--- config.mk ---
export PLATFORM = sky130hd
export DESIGN_NAME = cordic_arbiter
export DESIGN_NICKNAME = d
export VERILOG_FILES = /design/src/rtl/cordic_pkg.sv /design/src/rtl/cordic_tag_pipe.sv /design/src/rtl/cordic_arbiter.sv
export SDC_FILE = /design/constraint.sdc
export NUM_CORES = 1
export LEC_CHECK = 0
export ABC_AREA = 0
export CAP_MARGIN = 20
export CELL_PAD_IN_SITES_DETAIL_PLACEMENT = 1
export CELL_PAD_IN_SITES_GLOBAL_PLACEMENT = 2
export CORE_MARGIN = 2
export CORE_UTILIZATION = 32
export CTS_BUF_LIST = sky130_fd_sc_hd__clkbuf_8
export DETAILED_ROUTE_END_ITERATION = 12
export GPL_ROUTABILITY_DRIVEN = 0
export PLACE_DENSITY = 0.95
export SYNTH_ARGS = -nofsm -noshare
export SYNTH_HDL_FRONTEND = slang
export SYNTH_SLANG_ARGS = --single-unit
--- constraint.sdc ---
create_clock -name clk -period 9.96 [get_ports clk]
set_input_delay 2.988 -clock clk [delete_from_list [all_inputs] [get_ports clk]]
set_output_delay 2.988 -clock clk [all_outputs]
set_load 0.03 [all_outputs]
--- src/rtl/cordic_pkg.sv ---
`default_nettype none
// ============================================================================
// Module   : cordic_pkg
// Brief    : Shared widths, latency and tag record for the CORDIC arbiter.
// Revision : 1.0 - initial release
// ============================================================================
package cordic_pkg;

    localparam int ARG_W          = 16;
    localparam int OUT_W          = 14;
    localparam int CORDIC_LATENCY = 14;
    localparam int CNT_W          = 4;
    localparam int TAG_ID_W       = 3;

    typedef struct packed {
        logic                valid;
        logic [TAG_ID_W-1:0] id;
    } tag_t;

    // Round-robin pick over up to 8 requesters: returns {found, index}.
    // The lowest offset from ptr wins, so scanning downward lets it overwrite.
    function automatic logic [3:0] rr_pick(input logic [7:0] elig,
                                           input logic [2:0] ptr,
                                           input int         n);
        logic [3:0] res;
        int         j;
        res = 4'b0000;
        for (int k = 7; k >= 0; k--) begin
            if (k < n) begin
                j = int'(ptr) + k;
                if (j >= n) begin
                    j = j - n;
                end
                if (elig[3'(j)]) begin
                    res = {1'b1, 3'(j)};
                end
            end
        end
        return res;
    endfunction

endpackage
`default_nettype wire

--- src/rtl/cordic_tag_pipe.sv ---
`default_nettype none
// ============================================================================
// Module   : cordic_tag_pipe
// Brief    : Free-running {valid, id} delay line tracking results in flight.
// Revision : 1.0 - initial release
// ============================================================================
module cordic_tag_pipe
    import cordic_pkg::*;
#(
    parameter int DEPTH = CORDIC_LATENCY + 1,
    parameter int ID_W  = 2
) (
    input  logic            clk,
    input  logic            rst,
    input  logic            in_valid,
    input  logic [ID_W-1:0] in_id,
    output logic            out_valid,
    output logic [ID_W-1:0] out_id
);

    logic [DEPTH-1:0]           r_valid;
    logic [DEPTH-1:0][ID_W-1:0] r_id;

    always_ff @(posedge clk) begin
        if (rst) begin
            r_valid <= '0;
            r_id    <= '0;
        end else begin
            r_valid[0] <= in_valid;
            r_id[0]    <= in_id;
            for (int s = 1; s < DEPTH; s++) begin
                r_valid[s] <= r_valid[s-1];
                r_id[s]    <= r_id[s-1];
            end
        end
    end

    assign out_valid = r_valid[DEPTH-1];
    assign out_id    = r_id[DEPTH-1];

endmodule
`default_nettype wire

--- src/rtl/cordic_arbiter.sv ---
`default_nettype none
// ============================================================================
// Module   : cordic_arbiter
// Brief    : Round-robin, credit-limited front end sharing one CORDIC pipe.
// Revision : 1.0 - initial release
// ============================================================================
module cordic_arbiter
    import cordic_pkg::*;
#(
    parameter int  N_REQ   = 4,
    parameter int  LATENCY = CORDIC_LATENCY,
    parameter int  MAX_OUT = 4,
    localparam int ID_W    = (N_REQ > 1) ? $clog2(N_REQ) : 1
) (
    input  logic                   clk,
    input  logic                   rst,
    input  logic [N_REQ-1:0]       req_valid,
    input  logic [ARG_W*N_REQ-1:0] req_arg,
    output logic [N_REQ-1:0]       req_ready,
    output logic [ARG_W-1:0]       cordic_arg,
    input  logic [OUT_W-1:0]       cordic_re,
    input  logic [OUT_W-1:0]       cordic_im,
    output logic                   rsp_valid,
    output logic [ID_W-1:0]        rsp_id,
    output logic [OUT_W-1:0]       rsp_re,
    output logic [OUT_W-1:0]       rsp_im,
    output logic                   busy
);

    localparam logic [CNT_W-1:0] c_max_out = CNT_W'(MAX_OUT);

    logic [CNT_W-1:0] r_out [N_REQ];
    logic [ID_W-1:0]  r_ptr;
    logic [ARG_W-1:0] r_arg;
    tag_t             r_issue;
    logic             r_rsp_valid;
    logic [ID_W-1:0]  r_rsp_id;
    logic [OUT_W-1:0] r_rsp_re;
    logic [OUT_W-1:0] r_rsp_im;

    logic [N_REQ-1:0] w_retire;
    logic [N_REQ-1:0] w_elig;
    logic [N_REQ-1:0] w_nz;
    logic [N_REQ-1:0] w_ready;
    logic [7:0]       w_elig8;
    logic [3:0]       w_pick;
    logic             w_accept;
    logic [ID_W-1:0]  w_gnt_idx;
    logic [ID_W-1:0]  w_ptr_nxt;
    logic [ARG_W-1:0] w_gnt_arg;
    logic             w_pipe_valid;
    logic [ID_W-1:0]  w_pipe_id;

    // A credit returning this cycle is usable this cycle, so a full
    // requester can be granted on the same edge its oldest result retires.
    genvar gi;
    generate
        for (gi = 0; gi < N_REQ; gi++) begin : g_req
            assign w_retire[gi] = r_rsp_valid && (r_rsp_id == ID_W'(gi));
            assign w_elig[gi]   = req_valid[gi] &&
                                  ((r_out[gi] < c_max_out) || w_retire[gi]);
            assign w_ready[gi]  = w_accept && (w_gnt_idx == ID_W'(gi));
            assign w_nz[gi]     = |r_out[gi];
        end
    endgenerate

    always_comb begin
        w_elig8              = '0;
        w_elig8[N_REQ-1:0]   = w_elig;
        w_pick               = rr_pick(w_elig8, 3'(r_ptr), N_REQ);
        w_accept             = !rst && w_pick[3];
        w_gnt_idx            = ID_W'(w_pick[2:0]);
        w_ptr_nxt            = (w_gnt_idx == ID_W'(N_REQ - 1)) ? '0 : w_gnt_idx + 1'b1;
        w_gnt_arg            = '0;
        for (int i = 0; i < N_REQ; i++) begin
            if (w_gnt_idx == ID_W'(i)) begin
                w_gnt_arg = req_arg[ARG_W*i +: ARG_W];
            end
        end
    end

    // The issue tag sits beside cordic_arg, so the pipe output lines up with
    // the datapath result one cycle before the response register.
    cordic_tag_pipe #(
        .DEPTH (LATENCY + 1),
        .ID_W  (ID_W)
    ) u_tag_pipe (
        .clk       (clk),
        .rst       (rst),
        .in_valid  (r_issue.valid),
        .in_id     (ID_W'(r_issue.id)),
        .out_valid (w_pipe_valid),
        .out_id    (w_pipe_id)
    );

    always_ff @(posedge clk) begin
        if (rst) begin
            r_ptr       <= '0;
            r_arg       <= '0;
            r_issue     <= '0;
            r_rsp_valid <= 1'b0;
            r_rsp_id    <= '0;
            r_rsp_re    <= '0;
            r_rsp_im    <= '0;
            for (int i = 0; i < N_REQ; i++) begin
                r_out[i] <= '0;
            end
        end else begin
            r_issue.valid <= w_accept;
            r_issue.id    <= TAG_ID_W'(w_gnt_idx);
            if (w_accept) begin
                r_arg <= w_gnt_arg;
                r_ptr <= w_ptr_nxt;
            end
            r_rsp_valid <= w_pipe_valid;
            if (w_pipe_valid) begin
                r_rsp_id <= w_pipe_id;
                r_rsp_re <= cordic_re;
                r_rsp_im <= cordic_im;
            end
            for (int i = 0; i < N_REQ; i++) begin
                case ({w_ready[i], w_retire[i]})
                    2'b10:   r_out[i] <= r_out[i] + 1'b1;
                    2'b01:   r_out[i] <= r_out[i] - 1'b1;
                    default: r_out[i] <= r_out[i];
                endcase
            end
        end
    end

    assign req_ready  = w_ready;
    assign cordic_arg = r_arg;
    assign rsp_valid  = r_rsp_valid;
    assign rsp_id     = r_rsp_id;
    assign rsp_re     = r_rsp_re;
    assign rsp_im     = r_rsp_im;
    assign busy       = |w_nz;

endmodule
`default_nettype wire

==> flow_summary.ini <==
[global_route]
grt_usage_pct = 15.8
gr-total-overflow = 0
grt_pass1_vias = 4505
grt_start_max_net_pins = 84
grt_pass1_wl_um = 21200
grt_antenna_before_repair = 0

[worst_hold_path]
min_delay_worst_endpoint = u_tag_pipe.r_id[13]
hold_path_class = register to register
min_from = u_tag_pipe.r_id[11]
min_path_cells = 1

[placement]
hpwl_um = 10000
placed_area_sq_mm = 0.00681
io_buffers = 149

[yosys]
seq_area_frac_synth_pct = 47.0
synth_largest_area_cell = dfxtp_1
syn_avg_cell_area_sq_um = 9.62
syn_area_sq_mm = 0.00515
syn_nets = 653
yosysTopAreaCellShare_pct = 37.7
synth_seq_cells = 113
yosysUniqueCellTypes = 53
synth_area_leaders = dfxtp_1 (38%), mux2i_1 (9.9%), edfxtp_1 (9.3%)
synth_edf_count = 16
postSynthCellCount = 536
ys.flop_type = dfxtp_1
ys.warnings.count = 0
ys_async_sr_fraction_pct = 0

[detailed_routing]
vias = 4314
vias_per_cell = 4.76
drtPass1Iterations = 4
routed_wl_um = 13200
wl_per_cell_um = 14.6
ant_nets = 0
drc = 0
drt_iter0_drc = 121

[critical_path]
critPathRequiredTime_ns = 6.97
worstPathArrival_ns = 6.21
cp_max_fo = 5
critPathLaunchType = input pin
ff2ff_setup_slack_ns = 5.43
worstReg2RegEnd = r_out[1][2]
timing.rr.start = rsp_id[1]
path_class = input pin to output pin
endpoint_kind = output pin
rr_worst_depth = 17
critPathLaunch = req_valid[0]

[layout]
fill_cells = 1772
final_nets = 794
post-route-util_pct = 45.8
diodes = 0
syn_to_final_growth_pct = 40.7
fin_area_sq_mm = 0.00725
drive_gt1_share_pct = 6.96

[floorplan]
core_sq_mm = 0.0158
start_util_pct = 32.6
die-area_sq_mm = 0.0171
ios = 150
num_rows = 46
dieHeight_um = 131
fp.dieW_um = 131

[clock_network]
cts_buffers = 17
cts_buffer_depth = 2
root_buffer = clkbuf_8
cts_resized = 0
cts_tree = built
clk_pin_slew_worst_paths_ns = 0.07
cts_sinks = 113
post_cts_buffers = 0
clkLatencyLatePin_ns = 0.42
cts_hold_buf = 0
h-tree-depth = 4

[timing]
max_freq_mhz = 109
finalClockSkew_ns = 0.0109
setup_tns_ns = 0
drv_slew = 0
fin_crit_sh_pct = 92.4
finalSetupViolations = 0
rsz0062_at_grt = false
final_hold_viol_count = 0
period_needed_ns = 9.20
tightest_slew_ns = 0.907
slew_headroom_pct = 39.5

[power]
power_leakage_nw = 2.69
p_per_area_mw_per_mm2 = 234
total_power_mw = 1.70
irDropWorstVdd_uv = 93.0

[run_status]
status = finished, final reports clean

[run]
cap_violations = 0
[critical path, stage by stage]
cell and delay [ns]:
clkdlybuf4s50_1 0.47, nor3b_1 0.34, nor2_1 0.18, mux4_1 0.53, o2bb2ai_1 0.24, mux2i_1 0.29
ha_1 0.27, and3_1 0.22, clkdlybuf4s50_1 0.68
[synthesized netlist by cell type, types with 3 or more instances]
cell / count
nand3_1: 7
o22ai_1: 3
nor3b_1: 3
buf_6: 3
nand2b_1: 3
a21oi_1: 9
a221oi_1: 16
o21a_1: 3
nor2b_1: 63
nor3_1: 6
xnor2_1: 5
clkbuf_1: 26
and3_1: 4
ha_1: 19
o21ai_0: 12
edfxtp_1: 16
nor2_1: 56
inv_2: 3
buf_1: 4
mux2i_1: 51
nand4_1: 3
xor2_1: 4
o31ai_1: 18
inv_1: 10
dfxtp_1: 97
nand2_1: 60
[flip-flops by register name (all words and copies together), names as in the netlist]
name,count
r_ptr,2
r_issue,3
r_out,16
u_tag_pipe.r_valid,15
rsp_im,14
rsp_valid,1
rsp_re,14
u_tag_pipe.out_id,2
cordic_arg,16
rsp_id,2
u_tag_pipe.r_id,28
[worst max-delay path by stage]
stage | to | slack [ns] | depth (start not counted)
final | req_ready[0] | 0.76 | 9
after global routing | req_ready[0] | 0.61 | 9
after CTS | req_ready[0] | 0.78 | 9
after detailed placement | req_ready[0] | 0.80 | 9
after global placement | req_ready[3] | 0.89 | 9
after floorplan | req_ready[1] | 1.45 | 9
[where the power goes]
| group | internal [mW] | switching (mW) | leakage, nW |
|---|---|---|---|
| logic | 0.310 | 0.373 | 1.51 |
| clock network | 0.280 | 0.189 | 0.231 |
| registers | 0.511 | 0.0335 | 0.950 |
| total | 1.10 | 0.596 | 2.69 |
[cells in the final DEF (no fill, tap or decap), drive strengths merged, types with 3 or more instances in the layout]
cell / Yosys / final
clkinv: 0 / 4
a221oi: 16 / 16
nor2b: 63 / 63
or3: 3 / 3
xor2: 4 / 4
mux2i: 51 / 51
xnor2: 5 / 5
o21ai: 14 / 14
nand4: 3 / 3
nor3: 6 / 6
o31ai: 18 / 18
clkbuf: 26 / 18
a21oi: 9 / 9
o21a: 3 / 3
edfxtp: 16 / 16
inv: 13 / 19
nand2: 60 / 60
o22ai: 4 / 4
and3: 4 / 4
nand2b: 3 / 3
clkdlybuf4s50: 0 / 148
bufinv: 0 / 4
nor2: 56 / 56
buf: 7 / 7
ha: 19 / 19
nor3b: 3 / 3
nand3: 7 / 7
dfxtp: 97 / 97
[cell type report]
cell class                 count  area, sq um  area share [%]
clock buffer                  18          248            3.41
clock inverter                14          188            2.59
inverter                      13         48.8           0.673
multi-input combinational    377         2540            35.1
sequential                   113         2420            33.4
tap                          216          270            3.73
timing repair buffer         155         1530            21.1
[stage by stage]
stage | setup WS, ns | cells | hold slack [ns]
floorplan | 1.45 | 536 | 0.414
global placement | 0.895 | 873 | 0.416
detailed placement | 0.797 | 873 | 0.425
CTS | 0.776 | 905 | 0.436
global route | 0.606 | 906 | 0.452
finish | 0.757 | 906 | 0.434
[layer usage]
metal	routed length (um)	global-route usage [%]	share of wire, %
met3	1050	5.74	8.0
met5	0	0	0
met4	255	6.88	1.9
met1	5560	17.4	42
met2	6320	27.4	48
[logic make-up after synthesis]
logic type | synth area share [%]
compound gates | 11.4
xor+xnor | 1.53
fa+ha+maj | 4.61
buf+inv | 3.79
flops | 47.0
mux | 11.1
simple gates | 20.6
(Power assumes the default switching activity.)
